<file path="src/rtl/branch_resolve_ctrl.sv">
// ID-stage branch resolution: waits for operands, samples the comparator, and issues one
// fetch redirect after the delay slot is in IF. Define BRANCH_STATS_EN to add statistics counters.
module branch_resolve_ctrl #(
    parameter int PC_W  = 32,
    parameter int CNT_W = 32
) (
    input  logic            clk,
    input  logic            rst,
    input  logic            flush_i,
    input  logic            br_valid_i,
    input  logic [5:0]      br_op_i,
    input  logic [4:0]      br_rt_i,
    input  logic [PC_W-1:0] br_target_i,
    input  logic            opnd_ready_i,
    input  logic            cmp_y_i,
    input  logic            ds_valid_i,
    input  logic            redirect_ack_i,
    output logic            stall_o,
    output logic            redirect_valid_o,
    output logic [PC_W-1:0] redirect_pc_o,
    output logic            taken_o,
    output logic            link_o,
`ifdef BRANCH_STATS_EN
    output logic [CNT_W-1:0] br_cnt_o,
    output logic [CNT_W-1:0] taken_cnt_o,
    output logic [CNT_W-1:0] stall_cnt_o,
`endif
    output logic            busy_o
);

    typedef enum logic [1:0] {IDLE, WAIT_OPND, DS_WAIT, REDIRECT} state_e;

    localparam logic [5:0] OP_REGIMM = 6'b000001;
    localparam logic [5:0] OP_BEQ    = 6'b000100;
    localparam logic [5:0] OP_BNE    = 6'b000101;
    localparam logic [5:0] OP_BLEZ   = 6'b000110;
    localparam logic [5:0] OP_BGTZ   = 6'b000111;
    localparam logic [4:0] RT_BLTZ   = 5'b00000;
    localparam logic [4:0] RT_BGEZ   = 5'b00001;
    localparam logic [4:0] RT_BLTZAL = 5'b10000;
    localparam logic [4:0] RT_BGEZAL = 5'b10001;

    state_e          state_q, state_d;
    logic [PC_W-1:0] target_q, target_d;
    logic            link_flag_q, link_flag_d;
    logic            taken_q, taken_d;
    logic            link_q, link_d;
    logic            is_branch, is_link, resolve;

    always_comb begin : decode
        is_branch = 1'b0;
        is_link   = 1'b0;
        if (br_valid_i) begin
            case (br_op_i)
                OP_BEQ, OP_BNE, OP_BLEZ, OP_BGTZ: is_branch = 1'b1;
                OP_REGIMM: begin
                    case (br_rt_i)
                        RT_BLTZ, RT_BGEZ: is_branch = 1'b1;
                        RT_BLTZAL, RT_BGEZAL: begin
                            is_branch = 1'b1;
                            is_link   = 1'b1;
                        end
                        default: ;
                    endcase
                end
                default: ;
            endcase
        end
    end

    always_comb begin : next_state
        // NOTE: every variable gets a default first, so no path through the case infers a latch.
        state_d     = state_q;
        target_d    = target_q;
        link_flag_d = link_flag_q;
        taken_d     = 1'b0;
        link_d      = 1'b0;
        resolve     = 1'b0;

        case (state_q)
            IDLE: begin
                if (is_branch) begin
                    target_d    = br_target_i;
                    link_flag_d = is_link;
                    if (opnd_ready_i) begin
                        resolve = 1'b1;
                        link_d  = is_link;
                    end else begin
                        state_d = WAIT_OPND;
                    end
                end
            end
            WAIT_OPND: begin
                if (opnd_ready_i) begin
                    resolve = 1'b1;
                    link_d  = link_flag_q;
                end
            end
            DS_WAIT:  if (ds_valid_i) state_d = REDIRECT;
            REDIRECT: if (redirect_ack_i) state_d = IDLE;
            default:  state_d = IDLE;
        endcase

        if (resolve) begin
            taken_d = cmp_y_i;
            if (!cmp_y_i)       state_d = IDLE;
            else if (ds_valid_i) state_d = REDIRECT;
            else                 state_d = DS_WAIT;
        end

        // Flush drops any in-flight or simultaneously presented branch.
        if (flush_i) begin
            state_d     = IDLE;
            target_d    = '0;
            link_flag_d = 1'b0;
            taken_d     = 1'b0;
            link_d      = 1'b0;
        end
    end

    always_ff @(posedge clk) begin
        // NOTE: sequential state uses non-blocking assignments so all registers update together.
        if (rst) begin
            state_q     <= IDLE;
            target_q    <= '0;
            link_flag_q <= 1'b0;
            taken_q     <= 1'b0;
            link_q      <= 1'b0;
        end else begin
            state_q     <= state_d;
            target_q    <= target_d;
            link_flag_q <= link_flag_d;
            taken_q     <= taken_d;
            link_q      <= link_d;
        end
    end

    assign stall_o          = (state_q == WAIT_OPND) || (state_q == DS_WAIT);
    assign redirect_valid_o = (state_q == REDIRECT);
    assign redirect_pc_o    = target_q;
    assign taken_o          = taken_q;
    assign link_o           = link_q;
    assign busy_o           = (state_q != IDLE);

    if (CNT_W < 1) begin : g_cnt_w_check
        $error("CNT_W must be at least 1");
    end

`ifdef BRANCH_STATS_EN
    logic [CNT_W-1:0] br_cnt_q, taken_cnt_q, stall_cnt_q;

    always_ff @(posedge clk) begin
        if (rst) begin
            br_cnt_q    <= '0;
            taken_cnt_q <= '0;
            stall_cnt_q <= '0;
        end else begin
            if (resolve && !flush_i) begin
                br_cnt_q <= br_cnt_q + CNT_W'(1);
                if (cmp_y_i) taken_cnt_q <= taken_cnt_q + CNT_W'(1);
            end
            if (stall_o) stall_cnt_q <= stall_cnt_q + CNT_W'(1);
        end
    end

    assign br_cnt_o    = br_cnt_q;
    assign taken_cnt_o = taken_cnt_q;
    assign stall_cnt_o = stall_cnt_q;
`endif

endmodule

</file>
<file path="config.mk">
export PLATFORM = sky130hd
export DESIGN_NAME = branch_resolve_ctrl
export DESIGN_NICKNAME = d
export VERILOG_FILES = /design/src/rtl/branch_resolve_ctrl.sv
export SDC_FILE = /design/constraint.sdc
export NUM_CORES = 1
export LEC_CHECK = 0
export ABC_AREA = 1
export BUFFER_PORTS_ARGS = -buffer_cell sky130_fd_sc_hd__buf_4
export CAP_MARGIN = 5
export CORE_AREA = 2 2 61 63
export DETAILED_ROUTE_END_ITERATION = 12
export DIE_AREA = 0 0 63 65
export PLACE_DENSITY = 0.81
export SYNTH_ARGS = -nofsm -noshare
export SYNTH_HDL_FRONTEND = slang
export SYNTH_SLANG_ARGS = --single-unit
</file>
<file path="constraint.sdc">
create_clock -name clk -period 3.2 [get_ports clk]
set_input_delay 0.8 -clock clk [delete_from_list [all_inputs] [get_ports clk]]
set_output_delay 0.8 -clock clk [all_outputs]
set_load 0.03 [all_outputs]
</file>
==> impl_results.html, run 1 <==
<table>
<tr><th>Metric</th><th>Value</th></tr>
<tr><th colspan="2">Yosys</th></tr>
<tr><td>Dominant cells by area after synthesis</td><td>dfxtp_1 (49%), nand2_1 (19%), a21oi_1 (12%), ha_1 (4.1%), inv_1 (3.5%)</td></tr>
<tr><td>Post-synth ARST share</td><td>0</td></tr>
<tr><td>Synth Net Count</td><td>between 200 and 300</td></tr>
<tr><td>Commonest register cell after synthesis</td><td>dfxtp_1</td></tr>
<tr><td>Library cell with the highest instance count after synthesis</td><td>nand2_1</td></tr>
<tr><td>Summed instance area of the synthesized netlist</td><td>1516 µm²</td></tr>
<tr><td>Number of standard cells after synthesis</td><td>around 200</td></tr>
<tr><td>Portion of the post-synthesis area used by sequential elements</td><td>0.4884</td></tr>
<tr><td>Synthesis warning total</td><td>0</td></tr>
<tr><td>Number of enable-type register cells in the synthesized netlist</td><td>0</td></tr>
<tr><td>Cell type with the largest total area after synthesis</td><td>dfxtp_1</td></tr>
<tr><td>Average footprint of a synthesized cell</td><td>~7.4 µm²</td></tr>
<tr><td>Most common library cells after synthesis</td><td>nand2_1 (76), dfxtp_1 (37), a21oi_1 (35)</td></tr>
<tr><td>Post-synth top area share</td><td>0.4884</td></tr>
<tr><td>Post-synthesis cell type count</td><td>20</td></tr>
<tr><td>Number of register bits inferred by synthesis</td><td>37</td></tr>
<tr><th colspan="2">Drt</th></tr>
<tr><td>Per-cell routed wire length</td><td>approximately 11 µm</td></tr>
<tr><td>Count of routing violations after the opening detailed-route iteration</td><td>70</td></tr>
<tr><td>Drt pass-1 iters</td><td>6</td></tr>
<tr><td>DR vias/cell</td><td>about 4.6</td></tr>
<tr><td>DR DRC count</td><td>0</td></tr>
<tr><td>Total via count after detailed routing</td><td>1562</td></tr>
<tr><td>Routed Antenna Nets</td><td>0</td></tr>
<tr><td>Overall routed net length</td><td>roughly 3.7 mm</td></tr>
<tr><th colspan="2">Clock network</th></tr>
<tr><td>H-tree depth</td><td>2</td></tr>
<tr><td>CTS root buffer</td><td>clkbuf_4</td></tr>
<tr><td>Number of buffers on the longest clock path</td><td>2</td></tr>
<tr><td>Number of clock sinks</td><td>37</td></tr>
<tr><td>Resized Gates After CTS</td><td>0</td></tr>
<tr><td>Setup bufs post-CTS</td><td>0</td></tr>
<tr><td>Worst skew pair latency</td><td>330 ps</td></tr>
<tr><td>Worst-path clk slew</td><td>around 100 ps</td></tr>
<tr><td>Cts hold-fix bufs</td><td>0</td></tr>
<tr><td>Clock tree from TritonCTS</td><td>yes</td></tr>
<tr><td>TritonCTS Buffers</td><td>5</td></tr>
<tr><th colspan="2">Timing</th></tr>
<tr><td>Maximum clock frequency</td><td>between 0.4 and 0.5 GHz</td></tr>
<tr><td>Rel. slew slack</td><td>0.6384</td></tr>
<tr><td>Final worst clock skew</td><td>approximately 9.4 ps</td></tr>
<tr><td>Setup repair after global routing missed its margin</td><td>false</td></tr>
<tr><td>Post-Route Setup TNS</td><td>0 ps</td></tr>
<tr><td>Number of hold violations in the final report</td><td>0</td></tr>
<tr><td>Number of max-slew violations in the final report</td><td>0</td></tr>
<tr><td>Worst-Margin Slew</td><td>~540 ps</td></tr>
<tr><td>Number of setup violations in the final report</td><td>0</td></tr>
<tr><td>Min Clock Period, post-route</td><td>roughly 2200 ps</td></tr>
<tr><td>Period Utilization, post-route</td><td>0.6827</td></tr>
<tr><th colspan="2">Finish</th></tr>
<tr><td>Register cell area after layout</td><td>around 740 µm²</td></tr>
<tr><td>Antenna Cells</td><td>0</td></tr>
<tr><td>Final net count</td><td>~350</td></tr>
<tr><td>Share of final-layout standard cells stronger than drive strength 1</td><td>0.3505</td></tr>
<tr><td>Multi-input gate area in the final layout</td><td>about 670 µm²</td></tr>
<tr><td>Count of filler cells inserted in the layout</td><td>343</td></tr>
<tr><td>Layout-stage area growth over the synthesis result</td><td>50.33%</td></tr>
<tr><td>Util after Layout</td><td>0.6521</td></tr>
<tr><th colspan="2">Placement</th></tr>
<tr><td>Post-detailed-placement half-perimeter wirelength</td><td>~2.7 mm</td></tr>
<tr><td># port buffers</td><td>86</td></tr>
<tr><td>RePlAce Congestion</td><td>around 0.74</td></tr>
<tr><th colspan="2">Floorplan</th></tr>
<tr><td>Core Region</td><td>3496 µm²</td></tr>
<tr><td>Vert. Die Dim</td><td>roughly 65 µm</td></tr>
<tr><td>Number of rows created at floorplan</td><td>22</td></tr>
<tr><td>Effective utilization at floorplan</td><td>0.4338</td></tr>
<tr><td>Die extent in x</td><td>between 60 and 70 µm</td></tr>
<tr><td>Count of boundary I/O pins</td><td>a little under 90</td></tr>
<tr><td>Die area</td><td>4095 µm²</td></tr>
<tr><th colspan="2">Pwr</th></tr>
<tr><td>Leakage component of the power</td><td>~1 nW</td></tr>
<tr><td>Peak VDD IR</td><td>~0.28 mV</td></tr>
<tr><td>Power density of the placed cells</td><td>~390 nW/µm²</td></tr>
<tr><th colspan="2">Setup path</th></tr>
<tr><td>Worst setup EP type</td><td>output pin</td></tr>
<tr><td>Crit Path Category</td><td>reg -&gt; out</td></tr>
<tr><td>Data required time at the worst endpoint</td><td>~2400 ps</td></tr>
<tr><td>Arrival time at the worst endpoint</td><td>around 1400 ps</td></tr>
<tr><td>Setup crit start kind</td><td>flop</td></tr>
<tr><td>Worst Path Max Fanout</td><td>6</td></tr>
<tr><th colspan="2">GRT</th></tr>
<tr><td>Number of antenna violations at the first check in global routing</td><td>0</td></tr>
<tr><td>Total global routing overflow</td><td>0</td></tr>
<tr><td>First-pass GRT wire length</td><td>roughly 6.6 mm</td></tr>
<tr><td>Pin count of the biggest net entering global routing</td><td>35</td></tr>
<tr><td>GRT Overall Usage</td><td>0.1999</td></tr>
<tr><td>Vias in the first global route</td><td>approximately 1500</td></tr>
<tr><th colspan="2">Run</th></tr>
<tr><td>Max-capacitance violation count</td><td>0</td></tr>
<tr><th colspan="2">Run status</th></tr>
<tr><td>Run status</td><td>finished, final reports clean</td></tr>
<tr><th colspan="2">Hold path</th></tr>
<tr><td>Kind of path behind the tightest hold check</td><td>reg -&gt; reg</td></tr>
</table>
## cell type report
cell class,instances,share of cell area
Clock buffer,6,0.02250
Clock inverter,2,0.01647
Inverter,16,0.02634
Multi-Input combinational cell,142,0.2936
Sequential cell,37,0.3249
Tap cell,48,0.02634
Timing Repair Buffer,88,0.2898
## stage by stage
stage	hold slack, ps	setup slack, ps	total power, W	cell area, µm²	std cells
after floorplan	434.9	1470	0.0005037	1516	204
after global routing	498.3	908.7	0.0009279	2280	339
after detailed placement	455.4	1007	0.0005595	2191	331
after CTS	473.4	990.6	0.0008949	2280	339
final	470.5	1015	0.0008817	2280	339
after global placement	449.2	1003	0.0005590	2191	331
## worst paths after layout
kind / from / end / slack, ps / cells after the start
worst max-delay path: state_q[0] / busy_o / 1020 / 4
worst min-delay path: link_flag_q / link_o / 470 / 2
worst max register to register: state_q[0] / state_q[0] / 1360 / 9
worst min register to register: link_flag_q / link_o / 470 / 2
## worst max-delay path: stages (launching register included)
cell	delay, ps
dfxtp_1	430
inv_1	90
ha_1	300
inv_1	90
buf_4	150
## sequential cells by signal, summed over array words and instances, names as in the netlist
| signal | count |
|---|---|
| redirect_pc_o | 32 |
| state_q | 2 |
| link_flag_q | 1 |
| link_o | 1 |
| taken_o | 1 |
## kinds of logic after synthesis
| kind of cell | share of synthesized area |
|---|---|
| DFF | 0.4884 |
| buffers and inverters | 0.07012 |
| AOI/OAI and AO/OA | 0.1279 |
| and+or+nand+nor | 0.2723 |
| adders and majority gates | 0.04125 |
## layer usage
| layer | up-vias | track usage | wire length (µm) |
|---|---|---|---|
| met4 | 0 | 0.06667 | 29 |
| li1 | 817 | - | - |
| met1 | 683 | 0.2473 | 1647 |
| met5 | - | 0 | 0 |
| met2 | 58 | 0.3391 | 1749 |
| met3 | 4 | 0.05035 | 251 |
## cells in the final DEF (no fill, tap or decap), types with 2 or more instances in the layout
| cell type | netlist | final |
|---|---|---|
| a21oi_1 | 35 | 35 |
| buf_4 | 3 | 88 |
| clkbuf_4 | 0 | 5 |
| dfxtp_1 | 37 | 37 |
| ha_1 | 5 | 5 |
| inv_1 | 14 | 14 |
| nand2_1 | 76 | 76 |
| nand2_2 | 3 | 3 |
| nand3_1 | 5 | 5 |
| nand4_1 | 2 | 2 |
| nor2_1 | 10 | 10 |
## power by group
group	leakage [nW]	internal [W]	switching, W
Clock	0.0445	0.000186	0.000148
Combinational	0.682	0.0000479	0.0000367
Sequential	0.298	0.000463	0.00000141
No activity file was read; power rests on OpenSTA's default activity.
==> inputs of run 2 (changes only) <==
==> config.mk (replaced) <==
export PLATFORM = sky130hd
export DESIGN_NAME = branch_resolve_ctrl
export DESIGN_NICKNAME = d
export VERILOG_FILES = /design/src/rtl/branch_resolve_ctrl.sv
export SDC_FILE = /design/constraint.sdc
export NUM_CORES = 1
export LEC_CHECK = 0
export ABC_AREA = 0
export BUFFER_PORTS_ARGS = -buffer_cell sky130_fd_sc_hd__buf_4
export CAP_MARGIN = 5
export CORE_AREA = 2 2 64 66
export DETAILED_ROUTE_END_ITERATION = 12
export DIE_AREA = 0 0 66 68
export PLACE_DENSITY = 0.76
export SYNTH_ARGS = -nofsm -noshare
export SYNTH_HDL_FRONTEND = slang
export SYNTH_SLANG_ARGS = --single-unit
==> constraint.sdc (replaced) <==
create_clock -name clk -period 2.05 [get_ports clk]
set_input_delay 0.5125 -clock clk [delete_from_list [all_inputs] [get_ports clk]]
set_output_delay 0.5125 -clock clk [all_outputs]
set_load 0.03 [all_outputs]
==> run 2 against run 1 <==
Worst hold slack got worse by 17 ps. Final cell count fell by 2.7%. Largest power group unchanged. Register-to-register slack got worse by 1100 ps. Sequential share of layout area fell by 1.2 points. Critical path type is now reg -> reg. Highest routed layer unchanged. Sequential power rose by 56%. Sequential cell count did not move. Power rose by 72%. Non-clock buffer count rose by 4. Critical endpoint is now state_q[0]. Critical path depth rose by 3. Combinational power rose by 69%. Synthesized cell count fell by 5.9%.
==> impl_results.html, run 2 <==
<table>
<tr><th>Metric</th><th>Value</th></tr>
<tr><th colspan="2">Finish</th></tr>
<tr><td>Share of final-layout standard cells stronger than drive strength 1</td><td>0.3857 (+0.03520)</td></tr>
<tr><td>Util after Layout</td><td>0.6139 (-0.03823)</td></tr>
<tr><td>Antenna Cells</td><td>0 (unchanged)</td></tr>
<tr><td>Flip-flop count of the largest register, all copies and words added</td><td>32 (unchanged)</td></tr>
<tr><td>Register cell area after layout</td><td>740.7 µm² (unchanged)</td></tr>
<tr><td>Commonest non-fill, non-tap cells in the layout</td><td>buf_4 (90), nand2_1 (70), dfxtp_1 (37), a21oi_1 (33)</td></tr>
<tr><td>Layout-stage area growth over the synthesis result</td><td>50.52%</td></tr>
<tr><td>Count of filler cells inserted in the layout</td><td>378 (+10%)</td></tr>
<tr><td>Leading cell type in the layout, fill and taps excluded</td><td>buf_4</td></tr>
<tr><td>Final cell count without fillers</td><td>330 (-2.7%)</td></tr>
<tr><td>Final net count</td><td>335 (-3.2%)</td></tr>
<tr><td>Multi-input gate area in the final layout</td><td>709.4 µm² (+6.0%)</td></tr>
<tr><th colspan="2">Setup path</th></tr>
<tr><td>Worst r2r path cells</td><td>7 (-2)</td></tr>
<tr><td>Data required time at the worst endpoint</td><td>2270 ps (-130 ps)</td></tr>
<tr><td>Number of buffer and inverter instances along the worst setup path</td><td>1 (-2)</td></tr>
<tr><td>Stage delay of the slowest cell on the critical path</td><td>350 ps (-80 ps)</td></tr>
<tr><td>Worst setup EP type</td><td>flop</td></tr>
<tr><td>CP delay by family, top</td><td>compound AO/OA/AOI/OAI gates</td></tr>
<tr><td>Reg-to-reg critical path startpoint</td><td>state_q[1]</td></tr>
<tr><td>Reg-to-reg slack, setup</td><td>240 ps (-1120 ps)</td></tr>
<tr><td>Crit Path Category</td><td>reg -&gt; reg</td></tr>
<tr><td>Library cell contributing the largest single delay on the critical path</td><td>dfxtp_1</td></tr>
<tr><td>Setup crit start kind</td><td>flop</td></tr>
<tr><td>Arrival time at the worst endpoint</td><td>2020 ps (+640 ps)</td></tr>
<tr><td>Critical path, cell by cell</td><td>inv_1 -&gt; ha_2 -&gt; nor3_1 -&gt; a221oi_1 -&gt; o311ai_1 -&gt; mux2_2 -&gt; o22ai_1</td></tr>
<tr><td>Worst flop-to-flop path endpoint</td><td>state_q[0]</td></tr>
<tr><td>Worst Path Max Fanout</td><td>8 (+2)</td></tr>
<tr><th colspan="2">Yosys</th></tr>
<tr><td>Synth Net Count</td><td>248 (-4.6%)</td></tr>
<tr><td>Commonest register cell after synthesis</td><td>dfxtp_1</td></tr>
<tr><td>Post-synthesis cell type count</td><td>33 (+65%)</td></tr>
<tr><td>Number of register bits inferred by synthesis</td><td>37 (unchanged)</td></tr>
<tr><td>Cell type with the largest total area after synthesis</td><td>dfxtp_1</td></tr>
<tr><td>Dominant cells by area after synthesis</td><td>dfxtp_1 (47%), nand2_1 (17%), a21oi_1 (11%), ha_1 (4.0%), buf_12 (3.8%)</td></tr>
<tr><td>Number of enable-type register cells in the synthesized netlist</td><td>0 (unchanged)</td></tr>
<tr><td>Portion of the post-synthesis area used by sequential elements</td><td>0.4710 (-0.01749)</td></tr>
<tr><td>Synthesis warning total</td><td>0 (unchanged)</td></tr>
<tr><td>Post-synth ARST share</td><td>0 (unchanged)</td></tr>
<tr><td>Most common library cells after synthesis</td><td>nand2_1 (70), dfxtp_1 (37), a21oi_1 (33)</td></tr>
<tr><td>Number of standard cells after synthesis</td><td>192 (-5.9%)</td></tr>
<tr><td>Average footprint of a synthesized cell</td><td>8.191 µm² (+10%)</td></tr>
<tr><td>Summed instance area of the synthesized netlist</td><td>1573 µm² (+3.7%)</td></tr>
<tr><td>Post-synth top area share</td><td>0.4710 (-0.01749)</td></tr>
<tr><td>Library cell with the highest instance count after synthesis</td><td>nand2_1</td></tr>
<tr><th colspan="2">Timing</th></tr>
<tr><td>Worst-Margin Slew</td><td>637.6 ps (+95.99 ps)</td></tr>
<tr><td>Rel. slew slack</td><td>0.5749 (-0.06347)</td></tr>
<tr><td>Min Clock Period, post-route</td><td>about 1800 ps</td></tr>
<tr><td>Number of setup violations in the final report</td><td>0 (unchanged)</td></tr>
<tr><td>Period Utilization, post-route</td><td>0.8824</td></tr>
<tr><td>Final worst clock skew</td><td>4.456 ps (-4.912 ps)</td></tr>
<tr><td>Setup repair after global routing missed its margin</td><td>false</td></tr>
<tr><td>Maximum clock frequency</td><td>~0.55 GHz</td></tr>
<tr><td>Number of hold violations in the final report</td><td>0 (unchanged)</td></tr>
<tr><td>Number of max-slew violations in the final report</td><td>0 (unchanged)</td></tr>
<tr><th colspan="2">GRT</th></tr>
<tr><td>Total global routing overflow</td><td>0 (unchanged)</td></tr>
<tr><td>Pin count of the biggest net entering global routing</td><td>34 (-2.9%)</td></tr>
<tr><td>Number of antenna violations at the first check in global routing</td><td>0 (unchanged)</td></tr>
<tr><td>Vias in the first global route</td><td>1434 (-2.7%)</td></tr>
<tr><td>First-pass GRT wire length</td><td>5.940 mm (-9.5%)</td></tr>
<tr><td>GRT Overall Usage</td><td>0.1739 (-0.02598)</td></tr>
<tr><th colspan="2">Hold path</th></tr>
<tr><td>Start point of the worst hold path</td><td>redirect_pc_o[1]</td></tr>
<tr><td>Worst hold path cell count</td><td>2 (unchanged)</td></tr>
<tr><td>Kind of path behind the tightest hold check</td><td>reg -&gt; reg</td></tr>
<tr><td>Hold endpoint</td><td>redirect_pc_o[1]</td></tr>
<tr><th colspan="2">Clock network</th></tr>
<tr><td>Clock tree from TritonCTS</td><td>yes</td></tr>
<tr><td>H-tree depth</td><td>2 (unchanged)</td></tr>
<tr><td>Worst skew pair latency</td><td>290 ps (-40 ps)</td></tr>
<tr><td>Cts hold-fix bufs</td><td>0 (unchanged)</td></tr>
<tr><td>Number of buffers on the longest clock path</td><td>2 (unchanged)</td></tr>
<tr><td>Setup bufs post-CTS</td><td>0 (unchanged)</td></tr>
<tr><td>TritonCTS Buffers</td><td>5 (unchanged)</td></tr>
<tr><td>Number of clock sinks</td><td>37 (unchanged)</td></tr>
<tr><td>CTS root buffer</td><td>clkbuf_8</td></tr>
<tr><td>Resized Gates After CTS</td><td>0 (unchanged)</td></tr>
<tr><td>Worst-path clk slew</td><td>70 ps (-30 ps)</td></tr>
<tr><th colspan="2">Drt</th></tr>
<tr><td>Routed Antenna Nets</td><td>0 (unchanged)</td></tr>
<tr><td>Count of routing violations after the opening detailed-route iteration</td><td>58 (-17%)</td></tr>
<tr><td>DR DRC count</td><td>0 (unchanged)</td></tr>
<tr><td>Overall routed net length</td><td>3.814 mm (+3.7%)</td></tr>
<tr><td>Drt pass-1 iters</td><td>4 (-2)</td></tr>
<tr><td>DR vias/cell</td><td>4.697 (+1.9%)</td></tr>
<tr><td>Per-cell routed wire length</td><td>11.56 µm (+6.5%)</td></tr>
<tr><td>Total via count after detailed routing</td><td>1550 (-0.77%)</td></tr>
<tr><th colspan="2">Floorplan</th></tr>
<tr><td>Count of boundary I/O pins</td><td>88 (unchanged)</td></tr>
<tr><td>Vert. Die Dim</td><td>68 µm (+4.6%)</td></tr>
<tr><td>Number of rows created at floorplan</td><td>23 (+4.5%)</td></tr>
<tr><td>Die extent in x</td><td>66 µm (+4.8%)</td></tr>
<tr><td>Core Region</td><td>3856 µm² (+10%)</td></tr>
<tr><td>Effective utilization at floorplan</td><td>0.4079 (-0.02593)</td></tr>
<tr><td>Die area</td><td>4488 µm² (+9.6%)</td></tr>
<tr><th colspan="2">Placement</th></tr>
<tr><td>Cell Count Post-Placement</td><td>322 (-2.7%)</td></tr>
<tr><td>Post-detailed-placement half-perimeter wirelength</td><td>2.812 mm (+5.1%)</td></tr>
<tr><td>RePlAce Congestion</td><td>0.7581 (+2.7%)</td></tr>
<tr><td># port buffers</td><td>86 (unchanged)</td></tr>
<tr><th colspan="2">Pwr</th></tr>
<tr><td>Peak VDD IR</td><td>0.4444 mV (+57%)</td></tr>
<tr><td>Power density of the placed cells</td><td>640.1 nW/µm² (+65%)</td></tr>
<tr><td>Leakage component of the power</td><td>1.007 nW (-1.7%)</td></tr>
<tr><td>Overall power consumption</td><td>0.001515 W (+72%)</td></tr>
<tr><th colspan="2">Run status</th></tr>
<tr><td>Run status</td><td>finished, final reports clean</td></tr>
<tr><th colspan="2">Run</th></tr>
<tr><td>Max-capacitance violation count</td><td>0 (unchanged)</td></tr>
</table>
run 2: cell count changes in the layout (fill, tap and decap cells not counted), moves of 3 or more:
| cell | previous run | this run |
|---|---|---|
| clkbuf_4 | 5 | 0 |
| clkbuf_8 | 1 | 6 |
| inv_1 | 14 | 6 |
| nand2_1 | 76 | 70 |
| nand2_2 | 3 | 0 |
| nor2_1 | 10 | 2 |
run 2: metal layers:
metal  vias up  wire length [µm]  track usage
li1        802                 -            -
met4         0                97      0.08673
met5         -                 0            0
met2        61              1921       0.3169
met3         9               324      0.06250
met1       678              1470       0.1766
run 2: worst register-to-register path: cells and delay by family, from the launching register on:
kind / cells / cell delay (ps)
fa+ha+maj: 1 / 260
compound gates: 3 / 630
buf+inv: 1 / 110
simple gates: 1 / 90
flops: 1 / 350
mux: 1 / 300
run 2: through the flow:
stage	hold slack [ps]	area, µm²	TNS, ps	setup WS, ps
3_5_place_dp	446.6	2248	-9.130	-7.248
2_1_floorplan	435.1	1573	0	196.1
3_3_place_gp	442.2	2248	0	38.76
4_1_cts	453.7	2365	0	137.8
5_1_grt	463.6	2367	0	54.68
6_report	453.5	2367	0	241.1
run 2: logic make-up (layout without fill, tap and decap cells):
family	count (synthesis)	after routing	synth area share
compound gates	45	45	0.1687
mux	1	1	0.007159
fa+ha+maj	5	5	0.03978
simple gates	86	86	0.2339
buf+inv	18	106	0.07955
flops	37	37	0.4710
run 2: report_power, final:
part | internal [W] | switching (W) | leakage, nW
sequential | 0.000722 | 0.00000205 | 0.298
combinational | 0.0000837 | 0.0000592 | 0.650
clock | 0.000396 | 0.000252 | 0.0585
total | 0.00120 | 0.000313 | 1.01
run 2: layout make-up:
cell class,count,area share
Clock inverter,1,0.01268
Sequential cell,37,0.3129
Inverter,6,0.009514
Tap cell,50,0.02643
Clock buffer,7,0.03647
Multi-Input combinational cell,137,0.2997
Timing Repair Buffer,92,0.3023
run 2: worst max path at each step:
stage / startpoint / to / slack (ps) / cells after the start
after floorplan: br_rt_i[3] / redirect_pc_o[0] / 200 / 6
after global placement: br_rt_i[3] / redirect_pc_o[24] / 40 / 7
after detailed placement: br_rt_i[3] / redirect_pc_o[25] / -7 / 7
after CTS: state_q[1] / state_q[0] / 140 / 7
after global routing: state_q[1] / state_q[0] / 50 / 7
final: state_q[1] / state_q[0] / 240 / 7
==> inputs of run 3 (changes only) <==
--- a/config.mk
+++ b/config.mk
@@ -5,12 +5,12 @@
 export SDC_FILE = /design/constraint.sdc
 export NUM_CORES = 1
 export LEC_CHECK = 0
-export ABC_AREA = 0
+export ABC_AREA = 1
 export BUFFER_PORTS_ARGS = -buffer_cell sky130_fd_sc_hd__buf_4
 export CAP_MARGIN = 5
-export CORE_AREA = 2 2 64 66
+export CORE_AREA = 2 2 63 65
 export DETAILED_ROUTE_END_ITERATION = 12
-export DIE_AREA = 0 0 66 68
+export DIE_AREA = 0 0 65 67
 export PLACE_DENSITY = 0.76
 export SYNTH_ARGS = -nofsm -noshare
 export SYNTH_HDL_FRONTEND = slang
==> run 3 against run 2 <==
Clock power rose by 0.6%. Maximum frequency down 2.2%. Power shrank 0.15%. Setup slack lost 40 ps. Clock skew decreased by 1.6 ps. Final cell count grew 3.0%. Core utilization up 3.6 points. Non-clock buffer count is 3 lower. Sequential cell count stayed put. First-iteration DRC count grew 60%. Critical path type is now reg -> out.
==> impl_results.html, run 3 (same netlist as run 1, synthesis figures left out) <==
<table>
<tr><th>Metric</th><th>Value</th></tr>
<tr><th colspan="2">GRT</th></tr>
<tr><td>Pin count of the biggest net entering global routing</td><td>29 (-15%)</td></tr>
<tr><td>Number of antenna violations at the first check in global routing</td><td>0 (unchanged)</td></tr>
<tr><td>GRT Overall Usage</td><td>0.1856 (+0.01164)</td></tr>
<tr><td>Vias in the first global route</td><td>1472 (+2.6%)</td></tr>
<tr><td>First-pass GRT wire length</td><td>6.272 mm (+5.6%)</td></tr>
<tr><td>Total global routing overflow</td><td>0 (unchanged)</td></tr>
<tr><th colspan="2">Drt</th></tr>
<tr><td>Overall routed net length</td><td>3.745 mm (-1.8%)</td></tr>
<tr><td>DR DRC count</td><td>0 (unchanged)</td></tr>
<tr><td>Count of routing violations after the opening detailed-route iteration</td><td>93 (+60%)</td></tr>
<tr><td>Total via count after detailed routing</td><td>1558 (+0.52%)</td></tr>
<tr><td>DR vias/cell</td><td>4.582 (-2.4%)</td></tr>
<tr><td>Drt pass-1 iters</td><td>4 (unchanged)</td></tr>
<tr><td>Per-cell routed wire length</td><td>11.01 µm (-4.7%)</td></tr>
<tr><td>Routed Antenna Nets</td><td>0 (unchanged)</td></tr>
<tr><th colspan="2">Floorplan</th></tr>
<tr><td>Vert. Die Dim</td><td>67 µm (-1.5%)</td></tr>
<tr><td>Core Region</td><td>3606 µm² (-6.5%)</td></tr>
<tr><td>Effective utilization at floorplan</td><td>0.4205 (+0.01269)</td></tr>
<tr><td>Count of boundary I/O pins</td><td>88 (unchanged)</td></tr>
<tr><td>Number of rows created at floorplan</td><td>22 (-4.3%)</td></tr>
<tr><td>Die area</td><td>4355 µm² (-3.0%)</td></tr>
<tr><td>Die extent in x</td><td>65 µm (-1.5%)</td></tr>
<tr><th colspan="2">Timing</th></tr>
<tr><td>Maximum clock frequency</td><td>0.5408 GHz (-2.2%)</td></tr>
<tr><td>Worst-Margin Slew</td><td>273.3 ps (-364.3 ps)</td></tr>
<tr><td>Number of max-slew violations in the final report</td><td>0 (unchanged)</td></tr>
<tr><td>Min Clock Period, post-route</td><td>1849 ps (+40.23 ps)</td></tr>
<tr><td>Rel. slew slack</td><td>0.8178 (+0.2429)</td></tr>
<tr><td>Number of setup violations in the final report</td><td>0 (unchanged)</td></tr>
<tr><td>Final worst clock skew</td><td>2.899 ps (-1.557 ps)</td></tr>
<tr><td>Post-Route Setup TNS</td><td>0 ps (unchanged)</td></tr>
<tr><td>Number of hold violations in the final report</td><td>0 (unchanged)</td></tr>
<tr><td>Setup slack of the critical path after layout</td><td>200.8 ps (-40.23 ps)</td></tr>
<tr><td>Setup repair after global routing missed its margin</td><td>false</td></tr>
<tr><td>Period Utilization, post-route</td><td>0.9020 (+0.01962)</td></tr>
<tr><th colspan="2">Clock network</th></tr>
<tr><td>Setup bufs post-CTS</td><td>0 (unchanged)</td></tr>
<tr><td>Number of buffers on the longest clock path</td><td>2 (unchanged)</td></tr>
<tr><td>Resized Gates After CTS</td><td>0 (unchanged)</td></tr>
<tr><td>Clock tree from TritonCTS</td><td>yes</td></tr>
<tr><td>Worst skew pair latency</td><td>290 ps (about the same)</td></tr>
<tr><td>H-tree depth</td><td>2 (unchanged)</td></tr>
<tr><td>Number of clock sinks</td><td>37 (unchanged)</td></tr>
<tr><td>Worst-path clk slew</td><td>70 ps (about the same)</td></tr>
<tr><td>CTS root buffer</td><td>clkbuf_8</td></tr>
<tr><td>TritonCTS Buffers</td><td>5 (unchanged)</td></tr>
<tr><td>Cts hold-fix bufs</td><td>0 (unchanged)</td></tr>
<tr><th colspan="2">Finish</th></tr>
<tr><td>Final net count</td><td>347 (+3.6%)</td></tr>
<tr><td>Share of final-layout standard cells stronger than drive strength 1</td><td>0.3527 (-0.03297)</td></tr>
<tr><td>Count of filler cells inserted in the layout</td><td>354 (-6.3%)</td></tr>
<tr><td>Layout-stage area growth over the synthesis result</td><td>54.54%</td></tr>
<tr><td>Commonest non-fill, non-tap cells in the layout</td><td>buf_4 (87), nand2_1 (76), dfxtp_1 (37), a21oi_1 (35), inv_1 (14)</td></tr>
<tr><td>Leading cell type in the layout, fill and taps excluded</td><td>buf_4</td></tr>
<tr><td>Flip-flop count of the largest register, all copies and words added</td><td>32 (unchanged)</td></tr>
<tr><td>Antenna Cells</td><td>0 (unchanged)</td></tr>
<tr><th colspan="2">Placement</th></tr>
<tr><td>Post-detailed-placement half-perimeter wirelength</td><td>2.750 mm (-2.2%)</td></tr>
<tr><td>Worst slack, placed</td><td>229.5 ps (+236.7 ps)</td></tr>
<tr><td>RePlAce Congestion</td><td>0.7992 (+5.4%)</td></tr>
<tr><td># port buffers</td><td>86 (unchanged)</td></tr>
<tr><th colspan="2">Pwr</th></tr>
<tr><td>Leakage component of the power</td><td>1.051 nW (+4.4%)</td></tr>
<tr><td>Peak VDD IR</td><td>0.3920 mV (-12%)</td></tr>
<tr><td>Power density of the placed cells</td><td>645.7 nW/µm² (+0.87%)</td></tr>
<tr><th colspan="2">Run</th></tr>
<tr><td>Max-capacitance violation count</td><td>0 (unchanged)</td></tr>
<tr><th colspan="2">Run status</th></tr>
<tr><td>Run status</td><td>finished, final reports clean</td></tr>
<tr><th colspan="2">Hold path</th></tr>
<tr><td>Kind of path behind the tightest hold check</td><td>reg -&gt; reg</td></tr>
<tr><th colspan="2">Setup path</th></tr>
<tr><td>Worst setup EP type</td><td>output pin</td></tr>
<tr><td>Data required time at the worst endpoint</td><td>1540 ps (-730 ps)</td></tr>
<tr><td>Crit Path Category</td><td>reg -&gt; out</td></tr>
<tr><td>Arrival time at the worst endpoint</td><td>1340 ps (-680 ps)</td></tr>
<tr><td>Worst Path Max Fanout</td><td>6 (-2)</td></tr>
<tr><td>Setup crit start kind</td><td>flop</td></tr>
</table>
-- run 3: changes by cell type in the layout (fill, tap and decap cells not counted), sizes merged, moves of 2 or more --
| cell | before | now |
|---|---|---|
| inv | 6 | 15 |
| nand3 | 4 | 6 |
| nand2 | 70 | 79 |
| nor2 | 3 | 11 |
| buf | 92 | 89 |
| or4b | 2 | 0 |
-- run 3: area by class of cell --
| class | instances | area, µm² | share of cell area |
|---|---|---|---|
| clock inverters | 2 | 37.54 | 0.01602 |
| clock buffers | 6 | 82.58 | 0.03524 |
| repair buffers | 89 | 693.2 | 0.2958 |
| flip-flops and latches | 37 | 740.7 | 0.3161 |
| multi-input cells | 142 | 669.4 | 0.2856 |
| inverters | 16 | 60.06 | 0.02563 |
| well taps | 48 | 60.06 | 0.02563 |
-- run 3: final timing paths --
kind / startpoint / to / slack, ps / cells past startpoint
max: state_q[0] / busy_o / 200 / 4
min: link_flag_q / link_o / 460 / 2
max reg2reg: state_q[0] / redirect_pc_o[29] / 440 / 6
min reg2reg: link_flag_q / link_o / 460 / 2
-- run 3: report_power, final --
part,leakage [nW],switching [W],internal [W]
Combinational,0.695,0.0000584,0.0000785
Sequential,0.298,0.00000221,0.000722
Clock,0.0574,0.000257,0.000395
Total,1.05,0.000318,0.00120
-- run 3: critical path, stage by stage, from the launching register on --
cell     delay, ps
dfxtp_1        420
inv_1           90
ha_1           300
inv_1           90
buf_4          150
-- run 3: routing by layer --
metal / track usage / part of all wire / up-vias
met2: 0.3170 / 0.46 / 55
met5: 0 / 0 / -
met4: 0.08777 / 0.016 / 0
met1: 0.2211 / 0.45 / 679
li1: - / - / 817
met3: 0.04054 / 0.074 / 7
-- run 3: stage by stage --
| step | hold WS [ps] | total power (W) | util | std cells | area, µm² |
|---|---|---|---|---|---|
| after floorplan | 434.9 | 0.0007862 | - | 204 | 1516 |
| after global placement | 446.0 | 0.0008774 | 0.6166 | 332 | 2223 |
| after detailed placement | 456.6 | 0.0008785 | 0.6166 | 332 | 2223 |
| after CTS | 465.6 | 0.001534 | 0.6499 | 340 | 2344 |
| after global routing | 471.1 | 0.001575 | 0.6499 | 340 | 2344 |
| final | 464.7 | 0.001513 | 0.6499 | 340 | 2344 |
